<file path="config.mk">
export PLATFORM = sky130hd
export DESIGN_NAME = grf_hazard_ctrl
export DESIGN_NICKNAME = d
export VERILOG_FILES = /design/src/rtl/grf_hazard_ctrl.sv
export SDC_FILE = /design/constraint.sdc
export NUM_CORES = 1
export LEC_CHECK = 0
export ABC_CLOCK_PERIOD_IN_PS = 7100
export BUFFER_PORTS_ARGS = -buffer_cell sky130_fd_sc_hd__buf_2
export CORE_MARGIN = 3
export CORE_UTILIZATION = 45
export DETAILED_ROUTE_END_ITERATION = 8
export PLACE_DENSITY = 0.67
export SYNTH_ARGS = -nofsm -noshare
export SYNTH_HDL_FRONTEND = slang
export SYNTH_SLANG_ARGS = --single-unit
</file>
<file path="constraint.sdc">
create_clock -name clk -period 7.1 [get_ports clk]
set_clock_uncertainty 0.15 [all_clocks]
set_input_delay 1.775 -clock clk [delete_from_list [all_inputs] [get_ports clk]]
set_output_delay 1.775 -clock clk [all_outputs]
set_load 0.02 [all_outputs]
</file>
<file path="src/rtl/grf_hazard_ctrl.sv">
// Stall/bypass scheduler for the shared GRF: tracks in-flight writers in E/M/W
// plus a mult/div busy counter, and drives the D-stage stall and operand bypass selects.
module grf_hazard_ctrl #(
  parameter int MULT_CYCLES = 5,
  parameter int DIV_CYCLES  = 10
) (
  input  logic       clk,
  input  logic       reset,
  input  logic [4:0] d_rs,
  input  logic [4:0] d_rt,
  input  logic [1:0] d_tuse_rs,
  input  logic [1:0] d_tuse_rt,
  input  logic [4:0] d_a3,
  input  logic [1:0] d_tnew,
  input  logic       d_md_use,
  input  logic       e_md_start,
  input  logic       e_md_is_div,
  output logic       stall,
  output logic [1:0] d_fwd_rs,
  output logic [1:0] d_fwd_rt,
  output logic [1:0] e_fwd_rs,
  output logic [1:0] e_fwd_rt,
  output logic       md_busy
);

  logic       e_valid_q, e_valid_d;
  logic [4:0] e_a3_q, e_a3_d;
  logic [1:0] e_tnew_q, e_tnew_d;
  logic [4:0] e_rs_q, e_rs_d;
  logic [4:0] e_rt_q, e_rt_d;
  logic       m_valid_q, m_valid_d;
  logic [4:0] m_a3_q, m_a3_d;
  logic [1:0] m_tnew_q, m_tnew_d;
  logic       w_valid_q, w_valid_d;
  logic [4:0] w_a3_q, w_a3_d;
  logic [3:0] md_cnt_q, md_cnt_d;

  logic stall_rs, stall_rt, stall_md, stall_int;

  // Register 0 is hard-wired, so a writer of $0 never produces a dependency.
  function automatic logic hit(input logic v, input logic [4:0] a3, input logic [4:0] r);
    return v && (a3 == r) && (r != 5'd0);
  endfunction

  function automatic logic stall_op(input logic [4:0] r, input logic [1:0] tuse,
                                    input logic ev, input logic [4:0] ea3, input logic [1:0] etn,
                                    input logic mv, input logic [4:0] ma3, input logic [1:0] mtn);
    return (tuse != 2'd3) &&
           ((hit(ev, ea3, r) && (etn > tuse)) || (hit(mv, ma3, r) && (mtn > tuse)));
  endfunction

  function automatic logic [1:0] d_sel(input logic [4:0] r,
                                       input logic ev, input logic [4:0] ea3, input logic [1:0] etn,
                                       input logic mv, input logic [4:0] ma3, input logic [1:0] mtn);
    if (hit(ev, ea3, r) && (etn == 2'd0))      return 2'd2;
    else if (hit(mv, ma3, r) && (mtn == 2'd0)) return 2'd1;
    else                                       return 2'd0;
  endfunction

  function automatic logic [1:0] e_sel(input logic [4:0] r,
                                       input logic mv, input logic [4:0] ma3, input logic [1:0] mtn,
                                       input logic wv, input logic [4:0] wa3);
    if (hit(mv, ma3, r) && (mtn == 2'd0)) return 2'd1;
    else if (hit(wv, wa3, r))             return 2'd2;
    else                                  return 2'd0;
  endfunction

  always_comb begin
    stall_rs  = stall_op(d_rs, d_tuse_rs, e_valid_q, e_a3_q, e_tnew_q, m_valid_q, m_a3_q, m_tnew_q);
    stall_rt  = stall_op(d_rt, d_tuse_rt, e_valid_q, e_a3_q, e_tnew_q, m_valid_q, m_a3_q, m_tnew_q);
    stall_md  = d_md_use && ((md_cnt_q != 4'd0) || e_md_start);
    stall_int = stall_rs | stall_rt | stall_md;
  end

  // Outputs are held at zero for the whole time reset is asserted.
  always_comb begin
    stall    = 1'b0;
    d_fwd_rs = 2'd0;
    d_fwd_rt = 2'd0;
    e_fwd_rs = 2'd0;
    e_fwd_rt = 2'd0;
    md_busy  = 1'b0;
    if (reset) begin
      stall    = stall_int;
      d_fwd_rs = d_sel(d_rs, e_valid_q, e_a3_q, e_tnew_q, m_valid_q, m_a3_q, m_tnew_q);
      d_fwd_rt = d_sel(d_rt, e_valid_q, e_a3_q, e_tnew_q, m_valid_q, m_a3_q, m_tnew_q);
      e_fwd_rs = e_sel(e_rs_q, m_valid_q, m_a3_q, m_tnew_q, w_valid_q, w_a3_q);
      e_fwd_rt = e_sel(e_rt_q, m_valid_q, m_a3_q, m_tnew_q, w_valid_q, w_a3_q);
      md_busy  = (md_cnt_q != 4'd0);
    end
  end

  always_comb begin
    w_valid_d = m_valid_q;
    w_a3_d    = m_a3_q;
    m_valid_d = e_valid_q;
    m_a3_d    = e_a3_q;
    m_tnew_d  = (e_tnew_q == 2'd0) ? 2'd0 : e_tnew_q - 2'd1;
    e_valid_d = 1'b0;
    e_a3_d    = 5'd0;
    e_tnew_d  = 2'd0;
    e_rs_d    = 5'd0;
    e_rt_d    = 5'd0;
    if (!stall_int) begin
      e_valid_d = 1'b1;
      e_a3_d    = d_a3;
      e_tnew_d  = d_tnew;
      e_rs_d    = d_rs;
      e_rt_d    = d_rt;
    end
    // A start while the unit is busy is dropped; the running count is not restarted.
    md_cnt_d = md_cnt_q;
    if (e_md_start && (md_cnt_q == 4'd0))
      md_cnt_d = e_md_is_div ? 4'(DIV_CYCLES) : 4'(MULT_CYCLES);
    else if (md_cnt_q != 4'd0)
      md_cnt_d = md_cnt_q - 4'd1;
  end

  always_ff @(posedge clk) begin
    if (!reset) begin
      e_valid_q <= 1'b0;
      e_a3_q    <= 5'd0;
      e_tnew_q  <= 2'd0;
      e_rs_q    <= 5'd0;
      e_rt_q    <= 5'd0;
      m_valid_q <= 1'b0;
      m_a3_q    <= 5'd0;
      m_tnew_q  <= 2'd0;
      w_valid_q <= 1'b0;
      w_a3_q    <= 5'd0;
      md_cnt_q  <= 4'd0;
    end else begin
      e_valid_q <= e_valid_d;
      e_a3_q    <= e_a3_d;
      e_tnew_q  <= e_tnew_d;
      e_rs_q    <= e_rs_d;
      e_rt_q    <= e_rt_d;
      m_valid_q <= m_valid_d;
      m_a3_q    <= m_a3_d;
      m_tnew_q  <= m_tnew_d;
      w_valid_q <= w_valid_d;
      w_a3_q    <= w_a3_d;
      md_cnt_q  <= md_cnt_d;
    end
  end

endmodule

</file>
After elaboration in Yosys (flattened, before gate mapping) --
Index checks and enable logic that the tools add are counted.
Storage, ports and cells: bits in registers 36, bits of input ports 26, output and inout bits 10
Cells by class: add/subtract/negate cells 2, magnitude comparators 4, eq/ne operators 10, multiplexer cells 18, bitwise logic cells 3, reductions and logical operators 44
Operator list (count):
- $eq 5x5->1 | 8
- $logic_and 1x1->1 | 30
- $mux 2 | 10
- $reduce_bool 5->1 | 4
- $mux 4 | 3
- $gt 2x2->1 | 4
- $mux 1 | 5
- $logic_not 2->1 | 2
- $logic_not 4->1 | 1
- $ne 2x2->1 const B | 2
- $reduce_bool 4->1 | 1
- $reduce_or 2->1 | 2
- $sub 4x1->4 const B | 1
- $logic_or 1x1->1 | 3
- $or 1x1->1 | 2
- $reduce_bool 2->1 | 1
- $sub 2x1->2 const B | 1
- $not 1->1 | 1

Depth between registers and ports, before layout --
Gate-level depths: netlist of run 1.
word-level depth 9, gate-level depth with buffers 9

Worst setup path after synthesis of run 1 --
Ideal clock, no wire load.
path type input to output, start point in d_rs[1], end point out stall, arrival 3.182 ns, data required time 5.175 ns, slack 1.993 ns, stages 7, buffers on the path 1, path through or4_1 -> nor2_1 -> nor3_1 -> a21bo_2 -> a211oi_4 -> buf_6 -> nor2_1
On the way: word-level cells in the longest chain between the ends 9, elaborated cells on any way between the ends 14, classes of those cells eq/ne: 2; mux: 1; bitwise: 2; reduce/logical: 9
RTL lines:
- start: declaration | RTL line 9 | input logic [4:0] d_rs,
- $eq 5x5->1 | RTL line 42 | return v && (a3 == r) && (r != 5'd0);
- $logic_and 1x1->1 (2 in series) | RTL line 42
- $logic_and 1x1->1 | RTL line 49 | ((hit(ev, ea3, r) && (etn > tuse)) || (hit(mv, ma3, r) && (mtn > tuse)));
- $logic_or 1x1->1 (*) | RTL line 49
- $logic_and 1x1->1 (*) | RTL line 48 | return (tuse != 2'd3) &&
- $or 1x1->1 (*) (2 in series) | RTL line 72 | stall_int = stall_rs | stall_rt | stall_md;
- $mux 1 (*) | RTL line 83 | if (reset) begin
- end: declaration | RTL line 18 | output logic stall,
Mark *: on every way between the ends. The rest lies on a longest branch, timed or not.

Final worst setup path of run 1 --
Same ends and word-level chain as after synthesis.

==> results.md, run 1 <==
- Status: finished clean
- Remaining Overflow, GRT: 0
- Most used DFF post-synth: dfxtp_1
- Hold Buf Count CTS: 0
- Worst min-delay path class: register to register
- 1st-iter DRT viols: 47
- Setup Crit Path Kind: primary input to output port
- Syn_nets: ~260
- I/O Buffers: 35
- Post-route ant nets: 0
- CTS Buf Count: 5
- Via count: between 1500 and 2000
- Die X: 71.7 µm
- Unrepaired setup endpoints after global routing: false
- Antenna Cells: 0
- Sequential area share after synthesis: 0.371
- Area grow syn2layout: 15.4%
- First-pass GRT wire length: 6.74 mm
- Final WL: around 3.9 mm
- DR DRC count: 0
- Gpl congestion: 0.873
- Total Nets Final: 287
- Clock sink total: 36
- Pleak: 0.991 nW
- Die span in y: 71.7 µm
- Num rows: 23
- Hold Vio Cnt, Final: 0
- Post-DR wirelength/cell: ~13 µm
- Synth cell types: 30
- Crit path capture type: output port
- Initial antenna violation count: 0
- Synth top area cells: dfxtp_1 37%, xnor2_1 15%, ha_1 7.1%
- Slew headroom: 0.571
- Synth Warn #: 0
- CTS tree: built
- Fin Hold WS: 0.297 ns
- Peak VDD IR: 162 µV
- Dpl hpwl: between 3 and 4 mm
- Vias in the first global route: 1516
- Post-layout util: 0.549
- Initial Util: 0.476
- Total setup buffers inserted after CTS: 0
- Filler cells: 400
- Clk Tree Root Cell: clkbuf_8
- Area of the die: 0.00515 mm²
- CP startpoint kind: primary input
- Tightest Pin Transition: 0.641 ns
- Clock Latency Late Sink: 0.28 ns
- Drt via density: 5.13
- P per Cell Area: 249 mW/mm²
- Top cell type's share of synthesized area: 0.371
- Largest net degree at the start of global routing: 38
- Core Area: 0.00409 mm²
- Final period util: 0.785
- Top cell type by total area after synthesis: dfxtp_1
- Worst-path fanout max: 19
- Synthesized instance count: approximately 220
- Post-synth EDFFs: 0
- Clock-pin slew of the registers on the worst-case setup and hold paths: 0.07 ns
- I/O pins: 36
- Mapped cell area: 0.00194 mm²
- Slew Viols, Final: 0
- Ys async rst share: 0
- Min Tclk post-route: approximately 5.6 ns
- Clock buffer depth: 2
- Layout cell share with drive strength beyond 1: 0.179
- Post-cts resize count: 0
- Setup Viol. Count Final: 0
- Syn Area/Cell: ~8.9 µm²
- H-tree depth: 2
- CP required: a little over 5 ns
- Total Routing Usage GR: 0.167
- Max Fclk: 0.179 GHz
- WP data arrival: 3.65 ns
- Maxcap violations: 0
- Setup_tns: 0 ns
- DR pass1 iterations: 4
- #FFs+latches synth: 36
[per-layer routing]
metal  wire length, µm  vias up  global-route usage
li1                  -      802                   -
met1              1740      694               0.204
met2              1960       41               0.284
met3               184        6              0.0477
met4                52        0              0.0501
met5                 0        -                   0
[sequential cells by signal (all words and copies together) (netlist names)]
| signal | count |
|---|---|
| e_a3_q | 5 |
| e_rs_q | 5 |
| e_rt_q | 5 |
| m_a3_q | 5 |
| w_a3_q | 5 |
| md_cnt_q | 4 |
| e_tnew_q | 2 |
| m_tnew_q | 2 |
| e_valid_q | 1 |
| m_valid_q | 1 |
| w_valid_q | 1 |
[metrics by stage]
stage / instance area [µm²] / setup slack, ns / total power [mW] / std cells
after floorplan: 1940 / 1.99 / 0.359 / 218
after global placement: 2140 / 1.55 / 0.392 / 293
after detailed placement: 2140 / 1.53 / 0.394 / 293
after CTS: 2240 / 1.54 / 0.566 / 301
after global routing: 2240 / 1.43 / 0.599 / 301
final: 2240 / 1.53 / 0.560 / 301
[critical path, cell delays in order]
cell	delay, ns
buf_2	0.13
or4_1	0.51
nor2_1	0.15
nor3_1	0.10
a21bo_2	0.21
a211oi_4	0.52
nor2_1	0.07
buf_2	0.18
[cells in the mapped netlist, types with 5 or more instances]
| master | number |
|---|---|
| inv_1 | 15 |
| nand4_1 | 5 |
| and2_1 | 13 |
| clkbuf_1 | 9 |
| and3_1 | 19 |
| xor2_1 | 5 |
| a21oi_1 | 9 |
| nor2_1 | 15 |
| nand2_1 | 7 |
| ha_1 | 11 |
| dfxtp_1 | 36 |
| xnor2_1 | 33 |
[cells in the final DEF (no fill, tap or decap), drive strengths merged, types with 2 or more instances in the layout]
master / count
dfxtp: 36
buf: 35
xnor2: 33
and3: 19
nor2: 15
inv: 15
and2: 13
ha: 11
a21oi: 9
nand2: 7
clkbuf: 6
xor2: 5
nand4: 5
a211oi: 5
or4: 4
nand2b: 4
nor4: 4
nor3: 4
nand3: 4
o21ai: 4
o2111ai: 2
nor2b: 2
nand4b: 2
[cell type report]
cell class | instances | area (µm²) | area share
multi-input cells | 157 | 1120 | 0.500
flip-flops and latches | 36 | 721 | 0.321
repair buffers | 35 | 175 | 0.0780
clock buffers | 6 | 72.6 | 0.0323
well taps | 50 | 62.6 | 0.0279
inverters | 15 | 56.3 | 0.0251
clock inverters | 2 | 35.0 | 0.0156
[cells by family after synthesis]
| group | synth area share |
|---|---|
| fa+ha+maj | 0.0708 |
| xor+xnor | 0.171 |
| compound gates | 0.0965 |
| buf+inv | 0.0521 |
| flops | 0.371 |
| simple gates | 0.239 |
[power by group]
part | switching [mW] | internal [mW]
Clock | 0.0679 | 0.104
Sequential | 0.0221 | 0.225
Combinational | 0.0736 | 0.0671
Total | 0.164 | 0.396
[path summary, 6_finish.rpt]
path | depth (start not counted) | start | slack, ns | end
hold reg to reg | 1 | e_tnew_q[0] | 0.30 | m_tnew_q[0]
setup reg to reg | 7 | md_cnt_q[0] | 4.88 | e_rt_q[2]
hold / removal | 1 | e_tnew_q[0] | 0.30 | m_tnew_q[0]
setup / recovery | 8 | d_rs[1] | 1.53 | stall
Power figures use the tool's default switching activity.
==> inputs of run 2 (changes only) <==
ABC_CLOCK_PERIOD_IN_PS = 5250   (was 7100)
clock period = 5.25 ns   (was 7.1 ns; I/O delays follow)
==> run 2 against run 1 <==
Combinational power increased by 37%. Hold slack better by 0.0059 ns. Total power up 36%. Via count shrank 0.13%. Largest power group unchanged. Highest routed layer unchanged.
==> results.md, run 2 (synthesis gave the netlist of run 1 again) <==
- Status: finished clean
- Layout cell share with drive strength beyond 1: 0.183
- R2R Path Start: m_a3_q[4]
- FF-to-FF path depth: 7
- Remaining Overflow, GRT: 0
- Worst Hold Endpoint: m_tnew_q[0]
- Area of the die: 0.00515 mm²
- Total setup buffers inserted after CTS: 0
- Crit path capture type: output port
- Clock Latency Late Sink: approximately 0.29 ns
- R2r endpoint: e_a3_q[2]
- Via count: 1541
- Post-route ant nets: 0
- H-tree depth: 2
- Slew headroom: 0.644
- Hold Vio Cnt, Final: 0
- Clk Tree Root Cell: clkbuf_8
- Tightest Pin Transition: 0.528 ns
- Post-DR wirelength/cell: 13.6 µm
- Clock sink total: 36
- Maxcap violations: 0
- Total Routing Usage GR: 0.173
- Post-cts resize count: 0
- Pleak: 0.996 nW
- Area grow syn2layout: 15.8%
- 1st-iter DRT viols: 64
- Min Tclk post-route: 4.28 ns
- DP Area: 0.00214 mm²
- CTS Buf Count: 5
- FF-to-FF setup slack: 3.15 ns
- Final WL: 4.11 mm
- WHS Path Cells: 1
- Dpl hpwl: roughly 3.2 mm
- Largest net degree at the start of global routing: 38
- Initial antenna violation count: 0
- Net Sw Frac: 0.294
- I/O Buffers: 35
- Seq pwr share: 0.440
- Die span in y: a little over 70 µm
- Commonest non-fill, non-tap cell in the layout: dfxtp_1
- CP startpoint kind: primary input
- P per Cell Area: 338 mW/mm²
- Hold Buf Count CTS: 0
- Internal power: approximately 0.54 mW
- Drt via density: slightly above 5
- Setup_tns: 0 ns
- Unrepaired setup endpoints after global routing: false
- Num rows: 23
- Post-route cell area: 0.00225 mm²
- Antenna Cells: 0
- DR pass1 iterations: 4
- Max Fclk: 0.234 GHz
- WP data arrival: 2.81 ns
- Clk network pwr share: 0.307
- Die X: 71.7 µm
- Clock-pin slew of the registers on the worst-case setup and hold paths: 0.07 ns
- Setup Crit Path Kind: primary input to output port
- Gpl congestion: about 0.82
- CP cell instances: buf_2 > or4_1 > nor2_1 > nor3_1 > a21bo_2 > a211oi_4 > nor2_1 > buf_2
- Commonest cells after routing, fill and taps aside: 36 x dfxtp_1, 35 x buf_2, 33 x xnor2_1
- Worst min-delay path class: register to register
- Final period util: 0.814
- Max stage delay on crit path: 0.52 ns
- Peak VDD IR: roughly 190 µV
- CP required: 3.79 ns
- Filler cells: 380
- First-pass GRT wire length: 6.95 mm
- Core Area: 0.00409 mm²
- Slowest cell on crit path: or4_1
- Combinational power share: 0.253
- CTS tree: built
- Setup Viol. Count Final: 0
- I/O pins: 36
- Slew Viols, Final: 0
- Vias in the first global route: around 1400
- Critical hold path startpoint: e_tnew_q[0]
- Clock buffer depth: 2
- Worst-path fanout max: 4
- Total Nets Final: 288
- Initial Util: 0.476
- DR DRC count: 0
- NetSw: 0.224 mW
run 2: changes by cell type in the layout (fill, tap and decap cells not counted):
cell	change
buf_4	+1
run 2: per-stage QoR:
stage | setup WS (ns) | hold WS [ns] | utilization | cells | total power [mW]
after floorplan | 1.07 | 0.242 | - | 218 | 0.486
after global placement | 0.982 | 0.278 | 0.525 | 294 | 0.533
after detailed placement | 0.971 | 0.284 | 0.525 | 294 | 0.536
after CTS | 0.971 | 0.303 | 0.551 | 302 | 0.769
after global routing | 0.861 | 0.311 | 0.551 | 302 | 0.812
final | 0.974 | 0.303 | 0.551 | 302 | 0.761
run 2: worst max-delay path by stage:
stage	slack [ns]	endpoint	from
6_report	0.97	stall	d_rs[1]
5_1_grt	0.86	stall	d_rs[1]
4_1_cts	0.97	stall	d_rs[1]
3_5_place_dp	0.97	stall	d_rs[1]
3_3_place_gp	0.98	stall	d_rs[1]
2_1_floorplan	1.07	stall	d_rs[1]
run 2: final cells by class:
cell class              count  area, µm²  area share
inverters                  15       56.3      0.0250
multi-input cells         157       1120       0.498
repair buffers             36        183      0.0811
clock inverters             2       35.0      0.0156
clock buffers               6       72.6      0.0322
flip-flops and latches     36        721       0.320
well taps                  50       62.6      0.0278
run 2: metal layers:
layer  up-vias  track usage  share of wire
li1        809            -              -
met5         -            0              0
met2        26        0.287           0.48
met4         0       0.0564          0.014
met3         6       0.0449          0.038
met1       700        0.220           0.47
run 2: power by group through the flow:
stage                     Combinational (mW)  Clock (mW)  Sequential [mW]
after floorplan                        0.157           0            0.329
after global placement                 0.192           0            0.341
after detailed placement               0.195           0            0.341
after CTS                              0.195       0.239            0.335
after global routing                   0.221       0.251            0.339
final                                  0.193       0.234            0.335
run 2: worst max-delay path, delay by kind of cell:
kind                   cells  cell delay (ns)
AOI/OAI and AO/OA          2             0.40
buffers and inverters      2             0.29
and+or+nand+nor            4             0.82
